==> config.mk <==
export PLATFORM = sky130hd
export DESIGN_NAME = x68_sd_arbiter
export DESIGN_NICKNAME = d
export VERILOG_FILES = /design/src/rtl/x68_sd_pkg.sv /design/src/rtl/x68_rr_pick.sv /design/src/rtl/x68_sd_arbiter.sv
export SDC_FILE = /design/constraint.sdc
export NUM_CORES = 1
export LEC_CHECK = 0
export ABC_AREA = 1
export CAP_MARGIN = 15
export CORE_MARGIN = 4
export CORE_UTILIZATION = 40
export DETAILED_ROUTE_END_ITERATION = 10
export PLACE_DENSITY = 0.82
export SETUP_SLACK_MARGIN = 0.4
export SYNTH_ARGS = -nofsm -noshare
export SYNTH_HDL_FRONTEND = slang
export SYNTH_SLANG_ARGS = --single-unit
==> constraint.sdc <==
create_clock -name sysclk -period 2.1 [get_ports sysclk]
set_input_delay 0.21 -clock sysclk [delete_from_list [all_inputs] [get_ports sysclk]]
set_output_delay 0.21 -clock sysclk [all_outputs]
set_load 0.005 [all_outputs]
==> src/rtl/x68_sd_pkg.sv <==
`default_nettype none
// ============================================================================
//  Module   : x68_sd_pkg
//  Purpose  : Shared types and constants for the X68 virtual-disk arbiter.
//             Holds the arbiter state and operation encodings, the sector
//             size, the fixed client slot numbers and a round-robin helper.
//  Revision : 1.0  initial release
// ============================================================================
package x68_sd_pkg;

    typedef enum logic [1:0] {
        IDLE  = 2'd0,
        ISSUE = 2'd1,
        XFER  = 2'd2,
        FIN   = 2'd3
    } state_t;

    typedef enum logic {
        OP_RD = 1'b0,
        OP_WR = 1'b1
    } op_t;

    localparam int SECT_BYTES = 512;
    localparam int BUF_AW     = $clog2(SECT_BYTES);

    // Fixed client slots on the request vectors
    localparam int CL_FDD0 = 0;
    localparam int CL_FDD1 = 1;
    localparam int CL_SASI = 2;
    localparam int CL_SRAM = 3;

    // Single-step modular wrap: valid for a < 2*n, which covers both the
    // search offset (ptr + i) and the pointer advance (grant + 1).
    function automatic int unsigned rr_wrap(input int unsigned a, input int unsigned n);
        return (a >= n) ? (a - n) : a;
    endfunction

endpackage
`default_nettype wire

==> src/rtl/x68_rr_pick.sv <==
`default_nettype none
// ============================================================================
//  Module   : x68_rr_pick
//  Purpose  : Combinational round-robin first-set finder. Searches the
//             pending vector upward from ptr with wrap-around and reports
//             the first set position.
//  Ports    : pending [NREQ]  request vector
//             ptr     [PTR_W] search start position
//             hit             any request found
//             idx     [PTR_W] position of the first request in search order
//  Revision : 1.0  initial release
// ============================================================================
module x68_rr_pick
    import x68_sd_pkg::*;
#(
    parameter int NREQ  = 4,
    parameter int PTR_W = 2
) (
    input  logic [NREQ-1:0]  pending,
    input  logic [PTR_W-1:0] ptr,
    output logic             hit,
    output logic [PTR_W-1:0] idx
);

    logic [PTR_W-1:0] w_pos;

    // Walk the search order backwards so the last assignment made is the
    // earliest position in search order; avoids a priority chain flag.
    always_comb begin
        hit   = 1'b0;
        idx   = '0;
        w_pos = '0;
        for (int i = NREQ - 1; i >= 0; i--) begin
            w_pos = PTR_W'(rr_wrap(32'(ptr) + 32'(i), NREQ));
            if (pending[w_pos]) begin
                hit = 1'b1;
                idx = w_pos;
            end
        end
    end

endmodule
`default_nettype wire

==> src/rtl/x68_sd_arbiter.sv <==
`default_nettype none
// ============================================================================
//  Module   : x68_sd_arbiter
//  Purpose  : Shares the single hps_io virtual-disk channel among NREQ image
//             clients (FDD0, FDD1, SASI, SRAM) with one outstanding command,
//             round-robin fairness and per-client done / timeout pulses.
//  Ports    : sysclk, rstn             clock, synchronous active-low reset
//             cl_rd/cl_wr/cl_lba       per-client request levels and LBAs
//             cl_buff_din              per-client sector data for writes
//             cl_done/cl_err           per-client completion / timeout pulse
//             cl_buff_wr               buffer strobe to the granted client
//             cl_buff_addr/cl_buff_dout broadcast buffer address / data
//             busy                     arbiter not idle
//             sd_*                     hps_io virtual-disk interface
//  Revision : 1.0  initial release
// ============================================================================
module x68_sd_arbiter
    import x68_sd_pkg::*;
#(
    parameter int NREQ  = 4,
    parameter int TMO_W = 24
) (
    input  logic                  sysclk,
    input  logic                  rstn,
    input  logic [NREQ-1:0]       cl_rd,
    input  logic [NREQ-1:0]       cl_wr,
    input  logic [32*NREQ-1:0]    cl_lba,
    input  logic [8*NREQ-1:0]     cl_buff_din,
    output logic [NREQ-1:0]       cl_done,
    output logic [NREQ-1:0]       cl_err,
    output logic [NREQ-1:0]       cl_buff_wr,
    output logic [BUF_AW-1:0]     cl_buff_addr,
    output logic [7:0]            cl_buff_dout,
    output logic                  busy,
    output logic [31:0]           sd_lba,
    output logic [NREQ-1:0]       sd_rd,
    output logic [NREQ-1:0]       sd_wr,
    input  logic                  sd_ack,
    input  logic [BUF_AW-1:0]     sd_buff_addr,
    input  logic [7:0]            sd_buff_dout,
    input  logic                  sd_buff_wr,
    output logic [7:0]            sd_buff_din
);

    localparam int               PTR_W    = (NREQ > 1) ? $clog2(NREQ) : 1;
    // Last counter value at which a missing ack is still tolerated; the
    // command is abandoned on the edge that would reach all-ones.
    localparam logic [TMO_W-1:0] TMO_LAST = ~TMO_W'(1);

    state_t           r_state;
    state_t           w_state_nxt;
    op_t              r_op;
    logic [PTR_W-1:0] r_rr_ptr;
    logic [PTR_W-1:0] r_grant;
    logic [PTR_W-1:0] w_pick_idx;
    logic [PTR_W-1:0] w_ptr_next;
    logic             w_pick_hit;
    logic [31:0]      r_lba;
    logic [TMO_W-1:0] r_tmo;
    logic [NREQ-1:0]  r_err;
    logic [NREQ-1:0]  w_grant_oh;
    logic             w_take;
    logic             w_tmo_fire;
    logic [31:0]      w_lba_arr [NREQ];
    logic [7:0]       w_din_arr [NREQ];

    for (genvar gi = 0; gi < NREQ; gi++) begin : g_unpack
        assign w_lba_arr[gi] = cl_lba[32*gi +: 32];
        assign w_din_arr[gi] = cl_buff_din[8*gi +: 8];
    end

    x68_rr_pick #(
        .NREQ  (NREQ),
        .PTR_W (PTR_W)
    ) u_pick (
        .pending (cl_rd | cl_wr),
        .ptr     (r_rr_ptr),
        .hit     (w_pick_hit),
        .idx     (w_pick_idx)
    );

    // ------------------------------------------------------------------
    // State machine
    // ------------------------------------------------------------------
    always_ff @(posedge sysclk) begin
        if (!rstn) begin
            r_state <= IDLE;
        end else begin
            r_state <= w_state_nxt;
        end
    end

    always_comb begin
        w_state_nxt = r_state;
        w_take      = 1'b0;
        w_tmo_fire  = 1'b0;
        case (r_state)
            IDLE: begin
                if (w_pick_hit) begin
                    w_take      = 1'b1;
                    w_state_nxt = ISSUE;
                end
            end
            ISSUE: begin
                // An ack already high on entry is accepted on the first edge.
                if (sd_ack) begin
                    w_state_nxt = XFER;
                end else if (r_tmo == TMO_LAST) begin
                    w_tmo_fire  = 1'b1;
                    w_state_nxt = IDLE;
                end
            end
            XFER: begin
                if (!sd_ack) begin
                    w_state_nxt = FIN;
                end
            end
            FIN: begin
                w_state_nxt = IDLE;
            end
            default: begin
                w_state_nxt = IDLE;
            end
        endcase
    end

    // ------------------------------------------------------------------
    // Command latch, timeout counter, fairness pointer
    // ------------------------------------------------------------------
    assign w_ptr_next = PTR_W'(rr_wrap(32'(r_grant) + 32'd1, NREQ));

    always_ff @(posedge sysclk) begin
        if (!rstn) begin
            r_rr_ptr <= '0;
            r_grant  <= '0;
            r_op     <= OP_RD;
            r_lba    <= '0;
            r_tmo    <= '0;
            r_err    <= '0;
        end else begin
            r_err <= '0;
            // The command is captured once; later changes to the client's
            // request levels or LBA do not affect it.
            if (w_take) begin
                r_grant <= w_pick_idx;
                r_lba   <= w_lba_arr[w_pick_idx];
                r_op    <= cl_wr[w_pick_idx] ? OP_WR : OP_RD;
            end
            if (r_state == ISSUE && !sd_ack && !w_tmo_fire) begin
                r_tmo <= r_tmo + 1'b1;
            end else begin
                r_tmo <= '0;
            end
            if (w_tmo_fire) begin
                r_err <= w_grant_oh;
            end
            if (w_tmo_fire || r_state == FIN) begin
                r_rr_ptr <= w_ptr_next;
            end
        end
    end

    // ------------------------------------------------------------------
    // Outputs
    // ------------------------------------------------------------------
    assign w_grant_oh   = NREQ'(1) << r_grant;

    // ISSUE is entered on the edge that samples the request, so these
    // strobes appear one cycle after the request and never overlap.
    assign sd_rd        = (r_state == ISSUE && r_op == OP_RD) ? w_grant_oh : '0;
    assign sd_wr        = (r_state == ISSUE && r_op == OP_WR) ? w_grant_oh : '0;
    assign sd_lba       = r_lba;

    assign cl_done      = (r_state == FIN) ? w_grant_oh : '0;
    assign cl_err       = r_err;
    assign cl_buff_wr   = (r_state == XFER && sd_buff_wr) ? w_grant_oh : '0;
    assign cl_buff_addr = sd_buff_addr;
    assign cl_buff_dout = sd_buff_dout;
    assign sd_buff_din  = w_din_arr[r_grant];
    assign busy         = (r_state != IDLE);

endmodule
`default_nettype wire

* Word level (Yosys, flattened, before mapping)
Index checks and enable logic that the tools add are counted.
Storage, ports and cells: register bits after elaboration 67, word-level logic and storage cells 98, bits of input ports 189, output and inout bits 78
Cells by class: $lt $le $gt $ge 12, mux-type cells 44, $add $sub $neg 10, bitwise operators 4, reduce and logical (&&, ||, !) cells 13, shifts and indexed selects 1, eq/ne operators 7
Operators with widths (count):
- 32-bit binary-select mux with 2-bit select | 1
- 32-bit 2-to-1 mux | 2
- 2-bit 2-to-1 mux | 13
- 24-bit by 1-bit adder with 24-bit output, second input constant | 1
- 24-bit == test, second input constant | 1
- 3-bit greater-or-equal comparator, second input constant | 6
- 8-bit binary-select mux with 2-bit select | 1
- 4-bit 2-to-1 mux | 4
- 8-bit 2-to-1 mux | 2
- 2-bit by 3-bit less-than comparator with 1-bit output, second input constant | 5
- 1-bit 2-to-1 mux | 15
- 1-bit binary-select mux with 2-bit select | 5
- 2-bit by 1-bit subtractor with 2-bit output, second input constant | 5
- 2-bit case mux with 4 select lines | 1
- 2-bit by 1-bit adder with 3-bit output, second input constant | 2
- 2-bit by 2-bit adder with 3-bit output, second input constant | 2
- 2-bit inverter with 3-bit output | 2
- 1-bit logical AND | 5
- 2-bit == test, second input constant | 2
- 4-bit bitwise OR | 1
- 2-bit AND reduction | 2
- 1-bit by 2-bit left shift with 4-bit output, first input constant | 1
- 2-bit by 3-bit greater-or-equal comparator with 1-bit output, second input constant | 1
- 3-bit != test, second input constant | 1
- 9 further kinds | 10

* Logic depth before layout (Yosys ltp)
word-level depth 13, depth in mapped cells 18, depth with buffers taken out 16

* Modules after synthesis
A second synthesis with hierarchy kept.
Unflattened totals: cells, all modules 763, area, all modules 4568.1 um2
Modules (own cells, without submodules):
- x68_sd_arbiter | sequential area each 1341.3 um2, cells each 717, area an instance 4355.4 um2, instances 1
- x68_rr_pick | sequential area each 0.0 um2, cells each 46, area an instance 212.7 um2, instances 1

* Least setup slack after synthesis
OpenSTA, ideal clock, no wires.
kind register -> register, from reg r_tmo[0], to reg r_tmo[22], required time 1981 ps, buffers on the path 0, setup slack 363 ps, clock period less this slack 1737 ps, stages on the path, launching flop included 13, setup time 119 ps, arrival time 1618 ps, cell sequence dfxtp_1 ha_1 nand2_1 nor2_1 inv_1 nor2_1 nand4_1 nor2_1 nand2_1 nor2_1 nand3_1 o21ai_0 a21oi_1
On the way: cells in the longest elaborated chain, start to end 7, elaborated cells on any way between the ends 8, those cells by class add/sub (1); eq/ne (1); mux (3); reduce/logical (3)
RTL lines:
- from (decl) | line x68_sd_arbiter.sv:59 | logic [TMO_W-1:0] r_tmo;
- from (signal assigned) | line x68_sd_arbiter.sv:150 | r_tmo <= r_tmo + 1'b1;
- 24-bit == test | line x68_sd_arbiter.sv:108 | end else if (r_tmo == TMO_LAST) begin
- 1-bit 2-to-1 mux | line x68_sd_arbiter.sv:108
- 1-bit 2-to-1 mux | line x68_sd_arbiter.sv:106 | if (sd_ack) begin
- 1-bit 2-to-1 mux | line x68_sd_arbiter.sv:97 | case (r_state)
- 1-bit zero test | line x68_sd_arbiter.sv:149 | if (r_state == ISSUE && !sd_ack && !w_tmo_fire) begin
- 1-bit logical AND | line x68_sd_arbiter.sv:149
- 2-bit AND reduction (no source line)
Several ways; a longest one is shown, not always the timed one. A chain may end at the register's enable or synchronous reset.

* Final worst setup path
from reg r_rr_ptr[0], to reg r_lba[26], in the netlist sd_lba[26]
On the way: cells in the longest elaborated chain, start to end 13, elaborated cells on any way between the ends 37, those cells by class add/sub (7); order compare (4); mux (25); bitwise (1)
RTL lines:
- from (decl) | line x68_sd_arbiter.sv:53 | logic [PTR_W-1:0] r_rr_ptr;
- from (signal assigned) | line x68_sd_arbiter.sv:158 | r_rr_ptr <= w_ptr_next;
- 2-bit by 2-bit adder with 3-bit output | line x68_rr_pick.sv:34 | w_pos = PTR_W'(rr_wrap(32'(ptr) + 32'(i), NREQ));
- 3-bit greater-or-equal comparator or 2-bit by 1-bit subtractor with 2-bit output (tied branches) | line x68_sd_pkg.sv:35 | return (a >= n) ? (a - n) : a;
- 2-bit 2-to-1 mux | line x68_sd_pkg.sv:35
- 1-bit binary-select mux with 2-bit select | line x68_rr_pick.sv:35 | if (pending[w_pos]) begin
- 1-bit 2-to-1 mux (not written as such) | line x68_rr_pick.sv:35
- 2-bit 2-to-1 mux (4 in a row) | line x68_rr_pick.sv:35
- 2-bit inverter with 3-bit output (not written as such) | line x68_sd_arbiter.sv:146 | r_lba <= w_lba_arr[w_pick_idx];
- 32-bit binary-select mux with 2-bit select | line x68_sd_arbiter.sv:146
- 32-bit 2-to-1 mux (not written as such) (2 in a row) | line x68_sd_arbiter.sv:146
- to (signal assigned) | line x68_sd_arbiter.sv:146
- to (decl) | line x68_sd_arbiter.sv:58 | logic [31:0] r_lba;
Several ways; a longest one is shown, not always the timed one. The select of a mux whose other input is x is not followed.

==> results <==
- The flow ran to the end, but the final reports show violations.
- The checks that failed: setup timing.
- After detailed routing, the average wire length per cell comes to 19.0 µm.
- The tool flagged a number of max-cap violations equal to 0.
- The number of top-level design ports is 267.
- Among all stages on the critical path, the largest delay is contributed by sky130_fd_sc_hd__dfxtp_4.
- The count of endpoints failing hold in the final timing report is 0.
- Static timing analysis puts the maximum clock frequency at 474 MHz.
- After synthesis, flip-flops and latches occupy 27.5% of the total area.
- The path class of the tightest hold or removal check is input pin to output pin.
- The number of levels the H-tree was split into is 3.
- At the pin with the least slew margin, the transition time is 353 ps.
- The number of flip-flops and latches in the synthesized netlist is 67.
- The number of buffers inserted during clock tree synthesis is 9.
- The cell that appears most often on the critical path is sky130_fd_sc_hd__nand2_1.
- The analysis attributes to cell leakage a power of 4.27 nW.
- Clock skew on the completed layout was measured at 9.64 ps.
- The die footprint is 14000 µm².
- The final count of pins violating max slew is 0.
- Dividing the detail-routed via count by the number of cells gives 5.60.
- The count of antenna diodes in the layout is 0.
- The total number of yosys warnings is 0.
- Counting both buffers and inverters, the worst setup path holds a total of 5.
- The count of vias placed by the detailed router is 7035.
- The global-route total usage across every layer is 27.6%.
- The post-layout minimum cycle time is 2110 ps.
- The setup violation total in the final timing report is 2.
- The number of cells produced by synthesis is 822.
- The netlist area before placement is 4870 µm².
- The worst-case headroom to the max-slew limit is 76.4%.
- The first detailed-routing pass took 6 iterations.
- The final layout contains 1299 nets.
- The fraction of layout instances using a drive strength above 1 is 26.1%.
- The post-synthesis to final-layout area growth is 89.5%.
- The pin count of the biggest net entering global routing is 46.
- OpenSTA, run right after detailed placement, puts the worst setup slack at -263 ps.
- The cell type group with the largest total delay on the critical path is simple AND/OR/NAND/NOR gates.
- Routability-driven placement finished with a final weighted congestion of 0.872.
- Data arrives at the worst endpoint at 2350 ps.
- The number of antenna violations at the first check in global routing is 0.
- The kind of capture point of the worst setup path is a flip-flop.
- The clock latency of the later-clocked register in the worst-skew pair is 340 ps.
- Traced cell by cell, the critical path runs through inv_8 > nand2_4 > nand2_4 > nand3_2 > nand2_1 > inv_2 > nand2_2 > nand2_2 > nand2_4 > nand2_8 > buf_12 > buf_16 > nand2_1 > nand2_1 > nand2_1 > nand3_2 > nand2_1 > inv_1.
- The sum of overflow across all layers after global routing is 0.
- The die is 118 µm tall.
- Across the VDD grid, the largest voltage drop is 0.414 mV.
- The TritonCTS clock tree is yes.
- The hold buffer count at cts is 0.
- After detailed routing, the number of remaining DRC violations is 0.
- For this configuration, the core starts out at a cell density of 40.7%.
- The share of the cycle needed by the critical path after routing is 100%.
- The final worst slack is -9.71 ps.
- The post-route non-filler standard cell count is 1256.
- Once detailed placement completed, the half-perimeter wirelength came to 13.0 mm.
- After synthesis, the mean cell area works out to 5.93 µm².
- On the worst path, the slowest cell contributes a delay of 400 ps.
- The count of buffers added on input and output ports is 232.
- The synthesized net count is 1017.
- The number of clock sinks is 67.
- In this run the remaining antenna-violating nets after routing total 0.
- The number of different library cells used by synthesis comes to 34.
- Measured on the finished design, the core utilization comes to 77.2%.
- Setup repair after global routing could not meet its margin everywhere.
- The maximum number of buffers from clock root to sink is 2.
- The tree is rooted in a sky130_fd_sc_hd__clkbuf_16.
- Wires add up to 23.9 mm.
- STA classifies the critical path startpoint as a flip-flop.
- The first global-routing pass estimated 31.8 mm of wire.
- The total power draw is 0.00535 W.
- The data required time of the critical path is 2340 ps.
- The die is 118 µm wide.
- The placement row count is 40.
- For this design the ratio of total power to cell area is 580 nW/µm².
- The number of global-route vias before repair is 6487.
- The area of the placeable core is 12000 µm².
- After the first detailed-routing iteration, the DRC count stood at 758.
- The highest net fanout along the worst path is 7.
- The setup path with the least slack is of type flip-flop to flip-flop.
- The number of placed instances with taps included is 1182.
- Clock-pin slew was measured on the worst setup and hold paths at 70 ps.
==> registers in the layout, indices dropped and copies added (netlist names), named ones only <==
register,count
r_tmo,24
r_op,1
r_rr_ptr,2
cl_err,4
sd_lba,32
r_grant,2
r_state,1
==> worst register-to-register path, stage by stage (launching register included) <==
cell and delay (ps):
sky130_fd_sc_hd__dfxtp_4 400, sky130_fd_sc_hd__inv_8 110, sky130_fd_sc_hd__nand2_4 60, sky130_fd_sc_hd__nand2_4 70, sky130_fd_sc_hd__nand3_2 80, sky130_fd_sc_hd__nand2_1 100
sky130_fd_sc_hd__inv_2 80, sky130_fd_sc_hd__nand2_2 70, sky130_fd_sc_hd__nand2_2 60, sky130_fd_sc_hd__nand2_4 130, sky130_fd_sc_hd__nand2_8 110, sky130_fd_sc_hd__buf_12 160
sky130_fd_sc_hd__buf_16 130, sky130_fd_sc_hd__nand2_1 70, sky130_fd_sc_hd__nand2_1 80, sky130_fd_sc_hd__nand2_1 100, sky130_fd_sc_hd__nand3_2 70, sky130_fd_sc_hd__nand2_1 90
sky130_fd_sc_hd__inv_1 50
==> what timing repair did <==
| item | 4_1_cts | 5_1_grt |
|---|---|---|
| pin swaps | 38 | 40 |
| cloned | 9 | 3 |
| gates resized for setup | 161 | 145 |
| buffers inserted | 29 | 17 |
| hold endpoints to repair | 0 | 0 |
| setup endpoints to repair | 80 | 77 |
==> layer usage <==
metal	up-vias	global-route usage [%]	share of wire (%)
met1	3180	29.8	35
met5	-	0	0
met4	0	15.7	8.1
met2	524	49.1	48
li1	3153	-	-
met3	178	6.56	9.6
==> cell usage in the layout (no fill, tap or decap), drive strengths merged <==
| cell | instances |
|---|---|
| a211oi | 2 |
| buf | 95 |
| ha | 6 |
| and2 | 1 |
| inv | 106 |
| clkdlybuf4s15 | 3 |
| clkinvlp | 1 |
| dlymetal6s2s | 1 |
| dfxtp | 67 |
| or2 | 1 |
| nand3b | 34 |
| nor2 | 107 |
| dlygate4sd2 | 22 |
| clkinv | 7 |
| nor3b | 5 |
| nand3 | 118 |
| o22ai | 8 |
| a21oi | 18 |
| nand2 | 242 |
| bufinv | 1 |
| nor4 | 1 |
| o31ai | 1 |
| o21ai | 28 |
| clkbuf | 14 |
| clkdlybuf4s50 | 203 |
| nand4 | 4 |
| o41ai | 1 |
| xor2 | 3 |
| nor3 | 9 |
==> synth_stat cells (all sizes together) <==
cell type,instances,area [µm²]
nand2,242,931
nand3,118,596
inv,107,404
nor2,107,409
dfxtp,67,1340
buf,50,347
nand3b,34,255
o21ai,28,140
a21oi,18,105
nor3,9,45.0
clkbuf,8,30.0
o22ai,8,50.1
ha,6,75.1
nor3b,5,37.5
nand4,4,25.0
xor2,3,26.3
a211oi,2,15.0
and2,1,6.26
clkinv,1,3.75
nor4,1,6.26
o31ai,1,7.51
o41ai,1,8.76
or2,1,6.26
==> cell type report <==
| class | count | area [µm²] |
|---|---|---|
| Timing Repair Buffer | 328 | 3530 |
| Clock inverter | 6 | 65.1 |
| Timing Repair inverter | 1 | 16.3 |
| Inverter | 108 | 432 |
| Tap cell | 147 | 184 |
| Clock buffer | 10 | 239 |
| Fill cell | 755 | 2730 |
| Multi-Input combinational cell | 589 | 3390 |
| Sequential cell | 67 | 1380 |
==> power breakdown <==
part | switching (W) | internal [W] | leakage, nW | total (W)
combinational | 0.00110 | 0.00121 | 3.56 | 0.00232
clock | 0.000627 | 0.000952 | 0.148 | 0.00158
sequential | 0.0000809 | 0.00138 | 0.558 | 0.00146
total | 0.00181 | 0.00354 | 4.27 | 0.00535
==> metrics by stage <==
stage / TNS (ps) / cell area (µm²) / hold slack, ps
floorplan: 0 / 4910 / 353
global placement: -6140 / 7410 / 420
detailed placement: -7660 / 7410 / 420
CTS: 0 / 8610 / 420
global route: -699 / 9230 / 420
finish: -18.0 / 9230 / 420
==> cell families after synthesis <==
| kind of cell | Yosys count | share of synthesized area (%) |
|---|---|---|
| flip-flops | 67 | 27.5 |
| adder cells (fa/ha/maj) | 6 | 1.54 |
| AO/OA/AOI/OAI | 58 | 6.70 |
| AND/OR/NAND/NOR | 522 | 47.6 |
| XOR/XNOR | 3 | 0.540 |
| buffers and inverters | 166 | 16.1 |
==> path summary, 6_finish.rpt <==
path / start / endpoint / slack, ps / depth (start not counted)
worst max register to register: r_rr_ptr[0]$_SDFFE_PN0P_ / sd_lba[26]$_SDFFE_PN0P_ / -10 / 18
worst max-delay path: r_rr_ptr[0]$_SDFFE_PN0P_ / sd_lba[26]$_SDFFE_PN0P_ / -10 / 18
worst min register to register: r_tmo[18]$_SDFF_PN0_ / r_tmo[18]$_SDFF_PN0_ / 460 / 1
worst min-delay path: sd_buff_addr[7] / cl_buff_addr[7] / 420 / 0
Note: power is estimated with default switching activity, not from simulation.
